<file path="config.mk">
export PLATFORM = sky130hd
export DESIGN_NAME = edge_pulse_gen
export DESIGN_NICKNAME = d
export VERILOG_FILES = /design/src/rtl/edge_gen_pkg.sv /design/src/rtl/phase_counter.sv /design/src/rtl/edge_pulse_gen.sv
export SDC_FILE = /design/constraint.sdc
export NUM_CORES = 1
export LEC_CHECK = 0
export CAP_MARGIN = 20
export CORE_ASPECT_RATIO = 2
export CORE_MARGIN = 1.5
export CORE_UTILIZATION = 54
export DETAILED_ROUTE_END_ITERATION = 16
export PLACE_DENSITY = 0.76
export SYNTH_ARGS = -nofsm -noshare
export SYNTH_HDL_FRONTEND = slang
export SYNTH_SLANG_ARGS = --single-unit
</file>
<file path="constraint.sdc">
create_clock -name clk -period 2.8 [get_ports clk]
set_clock_uncertainty 0.2 [all_clocks]
set_input_delay 0.28 -clock clk [delete_from_list [all_inputs] [get_ports clk]]
set_output_delay 0.28 -clock clk [all_outputs]
set_load 0.01 [all_outputs]
</file>
<file path="src/rtl/edge_gen_pkg.sv">
// rtl/edge_gen_pkg.sv - shared types and constants for the edge pulse generator
package edge_gen_pkg;

    localparam int DEF_CNT_W = 8;
    localparam int MIN_PHASE = 1;

    typedef enum logic [1:0] {
        IDLE = 2'd0,
        HIGH = 2'd1,
        LOW  = 2'd2
    } state_t;

endpackage

</file>
<file path="src/rtl/phase_counter.sv">
// rtl/phase_counter.sv - loadable down-counter with count==1 flag
module phase_counter
    import edge_gen_pkg::*;
#(
    parameter int CNT_W = DEF_CNT_W
) (
    input  logic             clk,
    input  logic             rst,
    input  logic             i_load,
    input  logic [CNT_W-1:0] i_load_val,
    input  logic             i_dec,
    output logic             o_last
);

    logic [CNT_W-1:0] r_count;

    // Load has priority; the controller never decrements past 1.
    always_ff @(posedge clk or negedge rst) begin
        if (!rst) begin
            r_count <= '0;
        end else if (i_load) begin
            r_count <= i_load_val;
        end else if (i_dec) begin
            r_count <= r_count - CNT_W'(1);
        end
    end

    assign o_last = (r_count == CNT_W'(1));

endmodule

</file>
<file path="src/rtl/edge_pulse_gen.sv">
// rtl/edge_pulse_gen.sv - programmable N-pulse train generator (FSM and output registers)
module edge_pulse_gen
    import edge_gen_pkg::*;
#(
    parameter int CNT_W = DEF_CNT_W
) (
    input  logic             clk,
    input  logic             rst,
    input  logic             start,
    input  logic             abort,
    input  logic [CNT_W-1:0] high_len,
    input  logic [CNT_W-1:0] low_len,
    input  logic [CNT_W-1:0] num_pulses,
    output logic             d_out,
    output logic             busy,
    output logic             done
);

    state_t           r_state;
    logic [CNT_W-1:0] r_high;
    logic [CNT_W-1:0] r_low;

    logic [CNT_W-1:0] w_h_in;
    logic [CNT_W-1:0] w_l_in;
    logic             w_go;
    logic             w_ph_load;
    logic [CNT_W-1:0] w_ph_val;
    logic             w_ph_dec;
    logic             w_ph_last;
    logic             w_np_load;
    logic             w_np_dec;
    logic             w_np_last;

    assign w_h_in = (high_len == '0) ? CNT_W'(MIN_PHASE) : high_len;
    assign w_l_in = (low_len  == '0) ? CNT_W'(MIN_PHASE) : low_len;
    assign w_go   = start && !abort && (num_pulses != '0);

    always_comb begin
        w_ph_load = 1'b0;
        w_ph_val  = r_high;
        w_ph_dec  = 1'b0;
        w_np_load = 1'b0;
        w_np_dec  = 1'b0;
        case (r_state)
            IDLE: begin
                if (w_go) begin
                    w_ph_load = 1'b1;
                    w_ph_val  = w_h_in;
                    w_np_load = 1'b1;
                end
            end
            HIGH: begin
                if (!abort) begin
                    if (w_ph_last) begin
                        w_ph_load = 1'b1;
                        w_ph_val  = r_low;
                    end else begin
                        w_ph_dec  = 1'b1;
                    end
                end
            end
            LOW: begin
                if (!abort) begin
                    if (w_ph_last) begin
                        if (!w_np_last) begin
                            w_np_dec  = 1'b1;
                            w_ph_load = 1'b1;
                            w_ph_val  = r_high;
                        end
                    end else begin
                        w_ph_dec = 1'b1;
                    end
                end
            end
            default: ;
        endcase
    end

    phase_counter #(.CNT_W(CNT_W)) u_phase_cnt (
        .clk        (clk),
        .rst        (rst),
        .i_load     (w_ph_load),
        .i_load_val (w_ph_val),
        .i_dec      (w_ph_dec),
        .o_last     (w_ph_last)
    );

    phase_counter #(.CNT_W(CNT_W)) u_pulse_cnt (
        .clk        (clk),
        .rst        (rst),
        .i_load     (w_np_load),
        .i_load_val (num_pulses),
        .i_dec      (w_np_dec),
        .o_last     (w_np_last)
    );

    // done is a one-cycle strobe: cleared every cycle unless re-raised below.
    always_ff @(posedge clk or negedge rst) begin
        if (!rst) begin
            r_state <= IDLE;
            r_high  <= '0;
            r_low   <= '0;
            d_out   <= 1'b0;
            busy    <= 1'b0;
            done    <= 1'b0;
        end else begin
            done <= 1'b0;
            case (r_state)
                IDLE: begin
                    if (start && !abort) begin
                        if (num_pulses != '0) begin
                            r_high  <= w_h_in;
                            r_low   <= w_l_in;
                            r_state <= HIGH;
                            d_out   <= 1'b1;
                            busy    <= 1'b1;
                        end else begin
                            done <= 1'b1;
                        end
                    end
                end
                HIGH: begin
                    if (abort) begin
                        r_state <= IDLE;
                        d_out   <= 1'b0;
                        busy    <= 1'b0;
                    end else if (w_ph_last) begin
                        r_state <= LOW;
                        d_out   <= 1'b0;
                    end
                end
                LOW: begin
                    if (abort) begin
                        r_state <= IDLE;
                        d_out   <= 1'b0;
                        busy    <= 1'b0;
                    end else if (w_ph_last) begin
                        if (w_np_last) begin
                            r_state <= IDLE;
                            busy    <= 1'b0;
                            done    <= 1'b1;
                        end else begin
                            r_state <= HIGH;
                            d_out   <= 1'b1;
                        end
                    end
                end
                default: begin
                    r_state <= IDLE;
                    d_out   <= 1'b0;
                    busy    <= 1'b0;
                end
            endcase
        end
    end

endmodule

</file>
# == After elaboration in Yosys (flattened, before gate mapping) ==
# Cells that the tools add are included.
# totals
register_bits,37
inputBits,28
word_cells,84
# op_classes
n_addsub,2
eq_ne,11
muxes,49
n_reduce_logical,14
# ops
operator,n
$mux W8,9
$mux W1,28
$eq A8 B1 Y1 const B,2
$logic_not A8 Y1,2
$pmux W8 S2,1
$sub A8 B1 Y8 const B,2
$mux W2,6
$reduce_and A5 Y1,2
$pmux W1 S3,3
$reduce_bool A8 Y1,1
$ne A2 B2 Y1 const B,3
$ne A3 B2 Y1 const B,2
$ne A3 B3 Y1 const B,2
$pmux W2 S3,1
$reduce_and A4 Y1,1
$reduce_bool A2 Y1,2
$reduce_and A3 Y1,1
$eq A2 B1 Y1 const B,1
$eq A2 B2 Y1 const B,1
$logic_and A1 B1 Y1,2
$logic_not A2 Y1,1
$pmux W1 S2,1
$reduce_or A2 Y1,1
$logic_not A1 Y1,1

# == Longest topological paths before layout ==
# logic_depth
depth_word,7
depth_mapped,8
depth_no_buf,7

# == By module ==
# A second synthesis with hierarchy kept.
# hier_totals
hier_cells,218
area_unflattened_um2,2108.3
# modules_own_cells
module,instances,cells_each,area_each_um2,seq_area_each_um2
edge_pulse_gen,1,118,1173.6,525.5
phase_counter (u_pulse_cnt),1,50,474.2,200.2
phase_counter (u_phase_cnt),1,50,460.4,200.2

# == Least setup slack after synthesis ==
# Ideal clock, no wire load.
# synth_timing
path_type,reg2reg
start,register u_phase_cnt.r_count[4]
end,register u_phase_cnt.r_count[0]
setup_time_ns,0.134
arrival_ns,2.142
setup_slack_ns,0.323
path_stages_with_launch,7
period_less_slack_ns,2.477
cell_sequence,dfrtp_1 > or4_1 > buf_2 > nor3_4 > mux2_2 > a221oi_1 > mux2i_1
# synth_via
elab_chain_len,5
# synth_rtl
element,line,source
start: declaration,phase_counter.sv:15,logic [CNT_W-1:0] r_count;
start signal: assignment,phase_counter.sv:22,r_count <= i_load_val;
start signal: assignment,phase_counter.sv:24,r_count <= r_count - CNT_W'(1);
$eq A8 B1 Y1 *,phase_counter.sv:28,assign o_last = (r_count == CNT_W'(1));
$mux W1 (tied with other cells),edge_pulse_gen.sv:64,if (w_ph_last) begin
$mux W1 (tied with other cells),edge_pulse_gen.sv:63,if (!abort) begin
$pmux W1 S3 (tied with other cells),edge_pulse_gen.sv:44,case (r_state)
$mux W8 / $reduce_bool A2 Y1 (equally long branches),--,
# Mark *: on every way between the ends. The rest lies on a longest branch, timed or not.
# A chain may end at the register's enable or synchronous reset.

# == Worst setup path after layout ==
# layout_timing
start,register u_phase_cnt.r_count[5]
end,register r_state[0]
# layout_via
elab_chain_len,3
# layout_rtl
element,line,source
$eq A8 B1 Y1 *,phase_counter.sv:28,
$ne A3 B2 Y1 (no line),--,
$reduce_and A4 Y1 (no line) *,--,
end signal: assignment,edge_pulse_gen.sv:100,r_state <= IDLE;
end signal: assignment,edge_pulse_gen.sv:114,r_state <= HIGH;
end signal: assignment,edge_pulse_gen.sv:124,r_state <= IDLE;
end: declaration,edge_pulse_gen.sv:19,state_t r_state;
# Marked as above.

==> reports/metrics.cfg <==
[status]
status=complete, no violations

[routing]
firstDrtPassIters=4
route.detailed.drc=0
finalWirelength_um=5160
num_vias=1923
ant_nets=0
avgRoutedWirePerCell_um=15.1
vias_per_cell=5.62
dr.first_iter.drc_count=64

[synthesis]
ys_ff_latch=37
synth_fp_nets=285
synth.cell_area_um2=2200
synth_cell_types=42
ys.warnings.count=0
synth.avg_cell_area_um2=8.83
ys_seq_area_share_pct=42.1
synth_cells=249

[timing]
fin_crit_sh_pct=90.2
setup_viol=0
hold_viol=0
tightestPinTransition_ns=0.828
final.setup.tns_ns=0
slew_headroom_pct=44.8
fmax_ghz=0.396
period_needed_ns=2.53
drv_slew=0
rsz0062_at_grt=false

[global_routing]
grt_first_pass_wirelength_um=8370
overflow=0
met2_usage_pct=49.3
gr-max-usage-layer=met2
antenna_found_initial=0
grt_util_all_layers_pct=26.3
grt_util_met3_pct=4.83
grt_pass1_vias=1927
gr-usage-met1_pct=26.5
grt_max_degree=38

[clock_network]
cts_tree=done
cts_sinks=37
ctsRootBufferMaster=clkbuf_8
ctsHtreeMaxLevel=2
clk_pin_slew_ns=0.08
clk_latency_ns=0.29
clockBufferDepth=2
numCtsBuffers=5
cts_setup_buffers=0

[die]
die_area_um2=4490
start_util_pct=56.6
core_area_um2=3880
die_y_um=93.2
ios=31
die_w_um=48.1
num_rows=32

[worst_setup_path]
cp.required_ns=2.82
crit_chain=or4_1 > buf_4 > nand2b_1 > a22oi_1 > or3b_2 > o21ai_0
path_buf_inv=1
crit_fanout=5
worstPathArrival_ns=2.55
slowest_stage=or4_1
crit_type=reg2reg
end_kind=flop
cp_top_family=simple AND/OR/NAND/NOR gates
crit_path_start_kind=flop
slowest_delay_ns=0.59

[power]
ir_worst_vdd_mv=0.584
power_per_cell_area_nw_per_um2=904
p_total_mw=2.45
p_leak_nw=1.17

[cells_and_area]
drive_above_1_share_pct=10.3
regArea_um2=926
multiInputGateArea_um2=1200
final_core_util_pct=69.7
fin_nets=326
diodes=0
fill_cells=349
area_growth_syn_to_layout_pct=23.2

[min_path]
hold_path_class=reg2reg

[flow_run]
cap_violations=0

[placement]
portBuffers=30
place_congestion=0.818
dp_hpwl_um=4010

per-layer routing:
| metal | part of all wire (%) | wire [um] | vias up |
|---|---|---|---|
| met3 | 2.7 | 141 | 14 |
| met4 | 2.9 | 148 | 0 |
| met2 | 59 | 3030 | 45 |
| met1 | 36 | 1840 | 923 |
| li1 | - | - | 941 |
| met5 | 0 | 0 | - |
cells by family (layout without fill, tap and decap cells):
logic type,Yosys count,count (layout),share of synthesized area (%)
AO/OA/AOI/OAI,41,41,12.9
buffers and inverters,20,62,3.47
adder cells (fa/ha/maj),8,8,4.55
AND/OR/NAND/NOR,113,113,23.9
flip-flops,37,37,42.1
multiplexers,17,17,7.91
XOR/XNOR,13,13,5.18
cells in the final DEF, fill, tap and decap left out, types with 8 or more instances in the layout:
master,instances
inv_1,11
a21oi_1,11
ha_1,8
dfrtp_1,37
buf_4,12
clkdlybuf4s50_1,29
mux2i_1,14
nor2_1,18
xor2_1,10
a221oi_1,8
o21ai_0,10
nand2_1,59
flip-flops by register name, indices dropped and copies added (netlist names):
name and cells:
u_pulse_cnt.r_count 8, busy 1, r_state 2, u_phase_cnt.r_count 8, d_out 1, r_high 8, r_low 8, done 1
worst paths after layout:
path                                    to  slack [ns]                   start  depth (start not counted)
min in group asynchronous       r_state[0]        0.42                     rst                          2
worst max register to register  r_state[0]        0.27  u_phase_cnt.r_count[5]                          6
worst min-delay path              r_low[6]        0.28                r_low[6]                          2
max in group asynchronous        r_high[0]        1.45                     rst                          2
worst min register to register    r_low[6]        0.28                r_low[6]                          2
worst max-delay path            r_state[0]        0.27  u_phase_cnt.r_count[5]                          6
worst reg2reg max path, stage by stage (launching register included):
cell and delay (ns):
dfrtp_1 0.42, or4_1 0.59, buf_4 0.19, nand2b_1 0.16, a22oi_1 0.34, or3b_2 0.47, o21ai_0 0.08
cells in the mapped netlist:
library cell | n | area share [%]
a221oi_1 | 8 | 3.2
nor2_1 | 18 | 3.1
xor2_1 | 10 | 4.0
ha_1 | 8 | 4.6
nor3_1 | 6 | 1.4
mux2_2 | 2 | 1.0
or2_2 | 1 | 0.28
o21ai_0 | 10 | 2.3
a21oi_2 | 1 | 0.40
nand2_1 | 59 | 10
a22oi_1 | 1 | 0.34
o21bai_1 | 1 | 0.34
dfrtp_1 | 37 | 42
nor3_4 | 1 | 0.74
nor2b_1 | 1 | 0.28
nor2_2 | 1 | 0.28
and2_1 | 1 | 0.28
nor4_1 | 3 | 0.85
a21oi_1 | 11 | 2.5
nor3b_1 | 1 | 0.34
o41a_1 | 1 | 0.51
or3b_2 | 1 | 0.40
inv_1 | 11 | 1.9
nand3b_1 | 2 | 0.68
xnor2_1 | 3 | 1.2
o211ai_1 | 1 | 0.34
or4_1 | 4 | 1.4
nand3_1 | 6 | 1.4
clkbuf_1 | 8 | 1.4
nand4_1 | 4 | 1.1
mux2i_1 | 14 | 6.4
a31oi_1 | 1 | 0.28
a21o_1 | 3 | 1.0
nand4b_1 | 1 | 0.40
buf_2 | 1 | 0.23
or3b_1 | 1 | 0.40
or3_1 | 1 | 0.28
a21oi_4 | 1 | 0.74
o211a_1 | 1 | 0.46
nand2b_1 | 1 | 0.28
mux2_1 | 1 | 0.51
o21ba_2 | 1 | 0.46
final cells by class:
type                       count  share of cell area (%)
sequential                    37                    34.2
clock inverter                 3                   0.647
multi-input combinational    192                    44.2
tap                           51                    2.36
timing repair buffer          43                    14.6
inverter                      11                    1.52
clock buffer                   5                    2.54
stage by stage:
step                      worst slack (ns)  cell area (um^2)  cells  hold WS, ns
after detailed placement             0.190              2610    333        0.227
after global placement               0.244              2610    333        0.228
after CTS                            0.267              2710    342        0.282
final                                0.274              2710    342        0.278
after floorplan                      0.323              2200    249       -0.216
after global routing                 0.111              2710    342        0.295
where the power goes:
group / switching (mW) / internal [mW]
Sequential: 0.207 / 0.783
Combinational: 0.574 / 0.515
Clock: 0.198 / 0.172
Total: 0.979 / 1.47
timing repair:
item / 4_1_cts / 5_1_grt
hold buffers: 1 / 0
hold endpoints to repair: 37 / 0
resized for setup: 0 / 0
(Power assumes the default switching activity.)
